<file path="src/rtl/serial_cmp_pkg.sv">
// Shared definitions for the serial magnitude comparator: FSM state
// encoding and the default operand width.
package serial_cmp_pkg;

  localparam int CMP_WIDTH_DEFAULT = 8;

  typedef enum logic [1:0] {
    ST_IDLE    = 2'd0,
    ST_COMPARE = 2'd1,
    ST_DONE    = 2'd2
  } state_t;

endpackage : serial_cmp_pkg

</file>
<file path="src/rtl/cmp_bit_cell.sv">
// 1-bit magnitude comparator cell. Purely combinational; exactly one of
// e/g/l is high for any input pair.
module cmp_bit_cell (
  input  logic x_i,
  input  logic y_i,
  output logic e_o,
  output logic g_o,
  output logic l_o
);

  assign e_o = ~(x_i ^ y_i);
  assign g_o = x_i & ~y_i;
  assign l_o = ~x_i & y_i;

endmodule : cmp_bit_cell

</file>
<file path="src/rtl/serial_mag_compare_ctrl.sv">
// Serial unsigned magnitude comparator. Operands are captured on start and
// walked MSB-first, one bit per clock, through a single comparator cell.
// The first differing bit decides gt/lt immediately; equal operands are
// decided once bit 0 has been examined.
module serial_mag_compare_ctrl
  import serial_cmp_pkg::*;
#(
  parameter int WIDTH = CMP_WIDTH_DEFAULT
) (
  input  logic             clk_i,
  input  logic             rst_n_i,
  input  logic             start_i,
  input  logic [WIDTH-1:0] a_i,
  input  logic [WIDTH-1:0] b_i,
  output logic             busy_o,
  output logic             done_o,
  output logic             eq_o,
  output logic             gt_o,
  output logic             lt_o
);

  // Pointer only ever needs to address WIDTH-1 .. 0.
  localparam int               PTR_W   = (WIDTH > 1) ? $clog2(WIDTH) : 1;
  localparam logic [PTR_W-1:0] PTR_MAX = PTR_W'(WIDTH - 1);

  state_t           state_q, state_d;
  logic [WIDTH-1:0] a_q, a_d;
  logic [WIDTH-1:0] b_q, b_d;
  logic [PTR_W-1:0] ptr_q, ptr_d;
  logic             eq_q, eq_d;
  logic             gt_q, gt_d;
  logic             lt_q, lt_d;

  logic cell_e, cell_g, cell_l;

  // Single comparator cell fed from the captured operands, never the live inputs.
  cmp_bit_cell u_cell (
    .x_i (a_q[ptr_q]),
    .y_i (b_q[ptr_q]),
    .e_o (cell_e),
    .g_o (cell_g),
    .l_o (cell_l)
  );

  // Next-state and datapath update for the IDLE -> COMPARE -> DONE loop.
  always_comb begin
    state_d = state_q;
    a_d     = a_q;
    b_d     = b_q;
    ptr_d   = ptr_q;
    eq_d    = eq_q;
    gt_d    = gt_q;
    lt_d    = lt_q;
    case (state_q)
      ST_IDLE: begin
        // Results from the previous compare stay visible until a new start.
        if (start_i) begin
          a_d     = a_i;
          b_d     = b_i;
          ptr_d   = PTR_MAX;
          eq_d    = 1'b0;
          gt_d    = 1'b0;
          lt_d    = 1'b0;
          state_d = ST_COMPARE;
        end
      end
      ST_COMPARE: begin
        if (cell_g) begin
          gt_d    = 1'b1;
          state_d = ST_DONE;
        end else if (cell_l) begin
          lt_d    = 1'b1;
          state_d = ST_DONE;
        end else if (cell_e && (ptr_q == '0)) begin
          eq_d    = 1'b1;
          state_d = ST_DONE;
        end else begin
          // Bits equal and more remain; pointer is nonzero here so no wrap.
          ptr_d = ptr_q - 1'b1;
        end
      end
      ST_DONE: begin
        // start is deliberately ignored here; no request is queued.
        state_d = ST_IDLE;
      end
      default: begin
        state_d = ST_IDLE;
      end
    endcase
  end

  // State registers; reset aborts any compare in flight.
  always_ff @(posedge clk_i or negedge rst_n_i) begin
    if (!rst_n_i) begin
      state_q <= ST_IDLE;
      a_q     <= '0;
      b_q     <= '0;
      ptr_q   <= PTR_MAX;
      eq_q    <= 1'b0;
      gt_q    <= 1'b0;
      lt_q    <= 1'b0;
    end else begin
      state_q <= state_d;
      a_q     <= a_d;
      b_q     <= b_d;
      ptr_q   <= ptr_d;
      eq_q    <= eq_d;
      gt_q    <= gt_d;
      lt_q    <= lt_d;
    end
  end

  // Outputs are decoded from registers only, so inputs never reach them
  // combinationally.
  assign busy_o = (state_q != ST_IDLE);
  assign done_o = (state_q == ST_DONE);
  assign eq_o   = eq_q;
  assign gt_o   = gt_q;
  assign lt_o   = lt_q;

endmodule : serial_mag_compare_ctrl

</file>
<file path="config.mk">
export PLATFORM = sky130hd
export DESIGN_NAME = serial_mag_compare_ctrl
export DESIGN_NICKNAME = d
export VERILOG_FILES = /design/src/rtl/serial_cmp_pkg.sv /design/src/rtl/cmp_bit_cell.sv /design/src/rtl/serial_mag_compare_ctrl.sv
export SDC_FILE = /design/constraint.sdc
export NUM_CORES = 1
export LEC_CHECK = 0
export ABC_CLOCK_PERIOD_IN_PS = 5320
export CELL_PAD_IN_SITES_DETAIL_PLACEMENT = 1
export CELL_PAD_IN_SITES_GLOBAL_PLACEMENT = 2
export CORE_MARGIN = 2
export CORE_UTILIZATION = 36
export CTS_CLUSTER_DIAMETER = 150
export CTS_CLUSTER_SIZE = 25
export DETAILED_ROUTE_END_ITERATION = 8
export PLACE_DENSITY = 0.81
export SYNTH_ARGS = -nofsm -noshare
export SYNTH_HDL_FRONTEND = slang
export SYNTH_SLANG_ARGS = --single-unit
</file>
<file path="constraint.sdc">
create_clock -name clk_i -period 5.32 [get_ports clk_i]
set_clock_uncertainty 0.1 [all_clocks]
set_input_delay 1.33 -clock clk_i [delete_from_list [all_inputs] [get_ports clk_i]]
set_output_delay 1.33 -clock clk_i [all_outputs]
set_load 0.01 [all_outputs]
</file>
==> impl.org <==
** Synthesis
- Synthesis inferred 24 register bits.
- The number of different library cells used by synthesis comes to 27.
- Sequential-to-total area share from yosys stat :: 0.497
- Avg Cell Area, Syn :: 12.9 um^2
- Synthesized net count :: 117
- Number of warning messages in the yosys log :: 0
- The synthesized netlist occupies a cell area of 0.00122 mm^2.
- Synth Instances :: 94

** Floorplanning
- Num rows :: 21
- 24 I/O pins were placed.
- In this run the standard cell core region covers 0.00328 mm^2.
- The floorplan step set the die width to 62.1 um.
- The die covers just under 0.004 mm^2.
- Die extent in y :: around 62 um
- For this configuration, the core starts out at a cell density of 0.370.

** Layout
- Layout cell share with drive strength beyond 1 :: 0.259
- The repair_antennas step left the layout with diodes totalling 0.
- Leaving out filler cells and counting taps, the final layout contains around 160.
- The area growth from synthesis to layout is 24.4%.
- Final net count :: 140
- At the end of the flow the core is filled with cells to 0.461.
- Top library cells by usage in the layout, fill and taps aside :: sky130_fd_sc_hd__clkdlybuf4s50_1 (23), sky130_fd_sc_hd__dfrtp_1 (21), sky130_fd_sc_hd__mux2_2 (15)
- Once layout is done, the placed cells without fillers occupy 0.00151 mm^2.
- The library cell used most frequently in the layout, excluding fill and tap cells, is sky130_fd_sc_hd__clkdlybuf4s50_1.

** Clocking
- Post-CTS resize count :: 0
- Hold repair after CTS inserted 0 buffers.
- Counting every sink on the clock net gives 24.
- Cell chosen for the clock root :: sky130_fd_sc_hd__clkbuf_4
- Clock Pin Slew Worst Setup and Hold Paths :: between 0.1 and 0.15 ns
- Buffer depth of the longest clock path :: 2
- The clock reaches the later pin of the worst-skew pair after 0.32 ns.
- Setup fix buffers added after clock tree synthesis :: 0
- Buffers inserted during clock tree synthesis total 3.
- In this run the number of H-tree levels came out at 1.
- CTS tree :: yes

** GRT
- Global routing finished with a remaining overflow of 0.
- Number of antenna violations at the first check in global routing :: 0
- The number of global-route vias before repair was approximately 910.
- For this run, the total global-route usage over all layers was measured as 0.131.
- Global-route wire length before repair :: around 4 mm
- Entering global routing, the biggest net connects 25 pins.

** Power
- Power spread over the standard cell area amounts to between 500 and 600 mW/mm^2.
- Combinational group share of total power :: 0.451
- Of the total power, registers draw 0.395.
- IR analysis of the VDD net gives a maximum drop of about 0.00017 V.
- Net switching power figure :: 0.288 mW
- Total internal power :: 0.578 mW
- Of the total power, the clock network draws 0.154.
- Static leakage :: 0.635 nW
- Switching Fraction :: 0.332

** Routing
- Detailed-routing iteration count for the pre-antenna-repair pass :: 2
- Average wire length per cell after detail routing :: about 14 um
- For this run, design rule violations remaining after detail routing come to 0.
- In this run, the number of DRC markers left after iteration 0 of detailed routing was 11.
- Summed over all layers, the routed wires come to 2.25 mm.
- In this run the remaining antenna-violating nets after routing total 0.
- Count of vias placed by the detailed router :: between 700 and 800
- After detailed routing, the number of vias per cell comes to 4.92.

** Critical path
- Worst path required time :: 3.89 ns
- Startpoint class of the critical path :: flip-flop
- The worst setup path is of the flip-flop to output pin kind.
- The setup check on the worst reg-to-reg path leaves a slack of approximately 2.8 ns.
- Along the worst path, the maximum fanout reaches 7.
- At the worst endpoint, the arrival time is 1.63 ns.
- CP Capture Type :: output pin

** Placed design
- Placed cell areas :: 0.00146 mm^2
- Timing analysis after detailed placement gives a worst setup slack of 1.98 ns.
- Input and output buffers added on the ports amount to 23.
- Placed cell count :: 158
- DP Wirelength :: 1.72 mm
- At the end of routability-driven placement, the weighted congestion stood at a little under 0.7.

** Timing
- The worst pin sits at a relative slew slack of 0.274.
- The number of hold-slack violations in the final timing report is 0.
- Minimum clock period after layout :: about 3 ns
- Slew of the pin with the lowest slew margin :: between 1 and 1.5 ns
- Worst Setup Slack, final :: 2.26 ns
- Setup violators final :: 0
- Number of max-slew violations in the final report :: 0
- Of the available clock period, the critical path in the final layout requires 0.575.
- In the final timing run, aggregate negative setup slack is 0 ns.
- Setup repair after global routing left no endpoint under its margin.
- Derived from the worst setup path, the maximum achievable clock frequency is 327 MHz.

** Job
- Number of max-cap violations :: 0

** Run status
- The flow ran to the end, and the final reports show no timing, DRC or antenna violations.

** Worst hold path
- The worst hold path belongs to the class flip-flop to flip-flop.
## power by group through the flow
| stage | logic [mW] | registers [mW] | clock network, mW |
|---|---|---|---|
| after global placement | 0.380 | 0.344 | 0 |
| after global routing | 0.433 | 0.357 | 0.145 |
| after detailed placement | 0.398 | 0.350 | 0 |
| after CTS | 0.400 | 0.345 | 0.138 |
| final | 0.390 | 0.342 | 0.133 |
| after floorplan | 0.336 | 0.311 | 0 |
## registers in the layout, summed over array words and instances, names as in the netlist
signal and flops:
eq_o 1, gt_o 1, b_q 8, ptr_q 3, lt_o 1, a_q 8, state_q 2
## final cells by class
cell class	instances	area (um^2)
inverter	5	18.8
multi-input combinational	60	549
fill	344	1770
sequential	24	604
clock buffer	3	22.5
clock inverter	1	30.0
timing repair buffer	23	230
tap	46	57.6
## cell families after synthesis
logic type / share of synthesized area
buffers and inverters: 0.0514
adder cells (fa/ha/maj): 0.0412
AO/OA/AOI/OAI: 0.0484
flip-flops: 0.497
multiplexers: 0.230
AND/OR/NAND/NOR: 0.132
## Yosys cell counts
library cell	number	share of area
sky130_fd_sc_hd__o22ai_1	1	0.0051
sky130_fd_sc_hd__a21oi_1	6	0.025
sky130_fd_sc_hd__nor2_1	5	0.015
sky130_fd_sc_hd__mux2_1	1	0.0093
sky130_fd_sc_hd__buf_2	2	0.0082
sky130_fd_sc_hd__and2_1	2	0.010
sky130_fd_sc_hd__mux2i_1	1	0.0082
sky130_fd_sc_hd__a31oi_1	1	0.0051
sky130_fd_sc_hd__nand2b_1	3	0.015
sky130_fd_sc_hd__nand3b_1	1	0.0062
sky130_fd_sc_hd__ha_1	4	0.041
sky130_fd_sc_hd__o31a_1	1	0.0072
sky130_fd_sc_hd__a211oi_1	1	0.0062
sky130_fd_sc_hd__and3_1	1	0.0051
sky130_fd_sc_hd__nor4b_4	1	0.020
sky130_fd_sc_hd__mux2_2	15	0.14
sky130_fd_sc_hd__or2_2	1	0.0051
sky130_fd_sc_hd__nor3b_4	1	0.015
sky130_fd_sc_hd__and2_4	1	0.0072
sky130_fd_sc_hd__nand3_1	1	0.0041
sky130_fd_sc_hd__buf_6	3	0.028
sky130_fd_sc_hd__dfstp_2	3	0.065
sky130_fd_sc_hd__mux4_2	4	0.074
sky130_fd_sc_hd__dfrtp_1	21	0.43
sky130_fd_sc_hd__nand2_1	7	0.022
sky130_fd_sc_hd__inv_1	5	0.015
sky130_fd_sc_hd__nor3b_1	1	0.0062
## layer usage
layer,share of wire,track usage
met5,0,0
met4,0.0067,0.0583
met3,0.034,0.0181
met2,0.53,0.242
met1,0.43,0.150
## worst paths after layout
path	endpoint	start	cells past startpoint
setup / recovery	done_o	state_q[1]	3
hold / removal	a_q[1]	a_q[1]	1
setup reg to reg	ptr_q[0]	ptr_q[1]	7
hold reg to reg	a_q[1]	a_q[1]	1
max in group asynchronous	lt_o	rst_n_i	1
min in group asynchronous	a_q[0]	rst_n_i	1
## metrics by stage
step	hold slack, ns	total power, mW
6_report	0.419	0.865
5_1_grt	0.442	0.935
4_1_cts	0.427	0.882
3_5_place_dp	0.395	0.748
3_3_place_gp	0.376	0.725
2_1_floorplan	0.353	0.648
## critical path, cell delays in order (launching register included)
cell and delay [ns]:
sky130_fd_sc_hd__dfrtp_1 0.54, sky130_fd_sc_hd__inv_1 0.13, sky130_fd_sc_hd__nor2_1 0.11, sky130_fd_sc_hd__clkdlybuf4s50_1 0.54
Power figures use the tool's default switching activity.
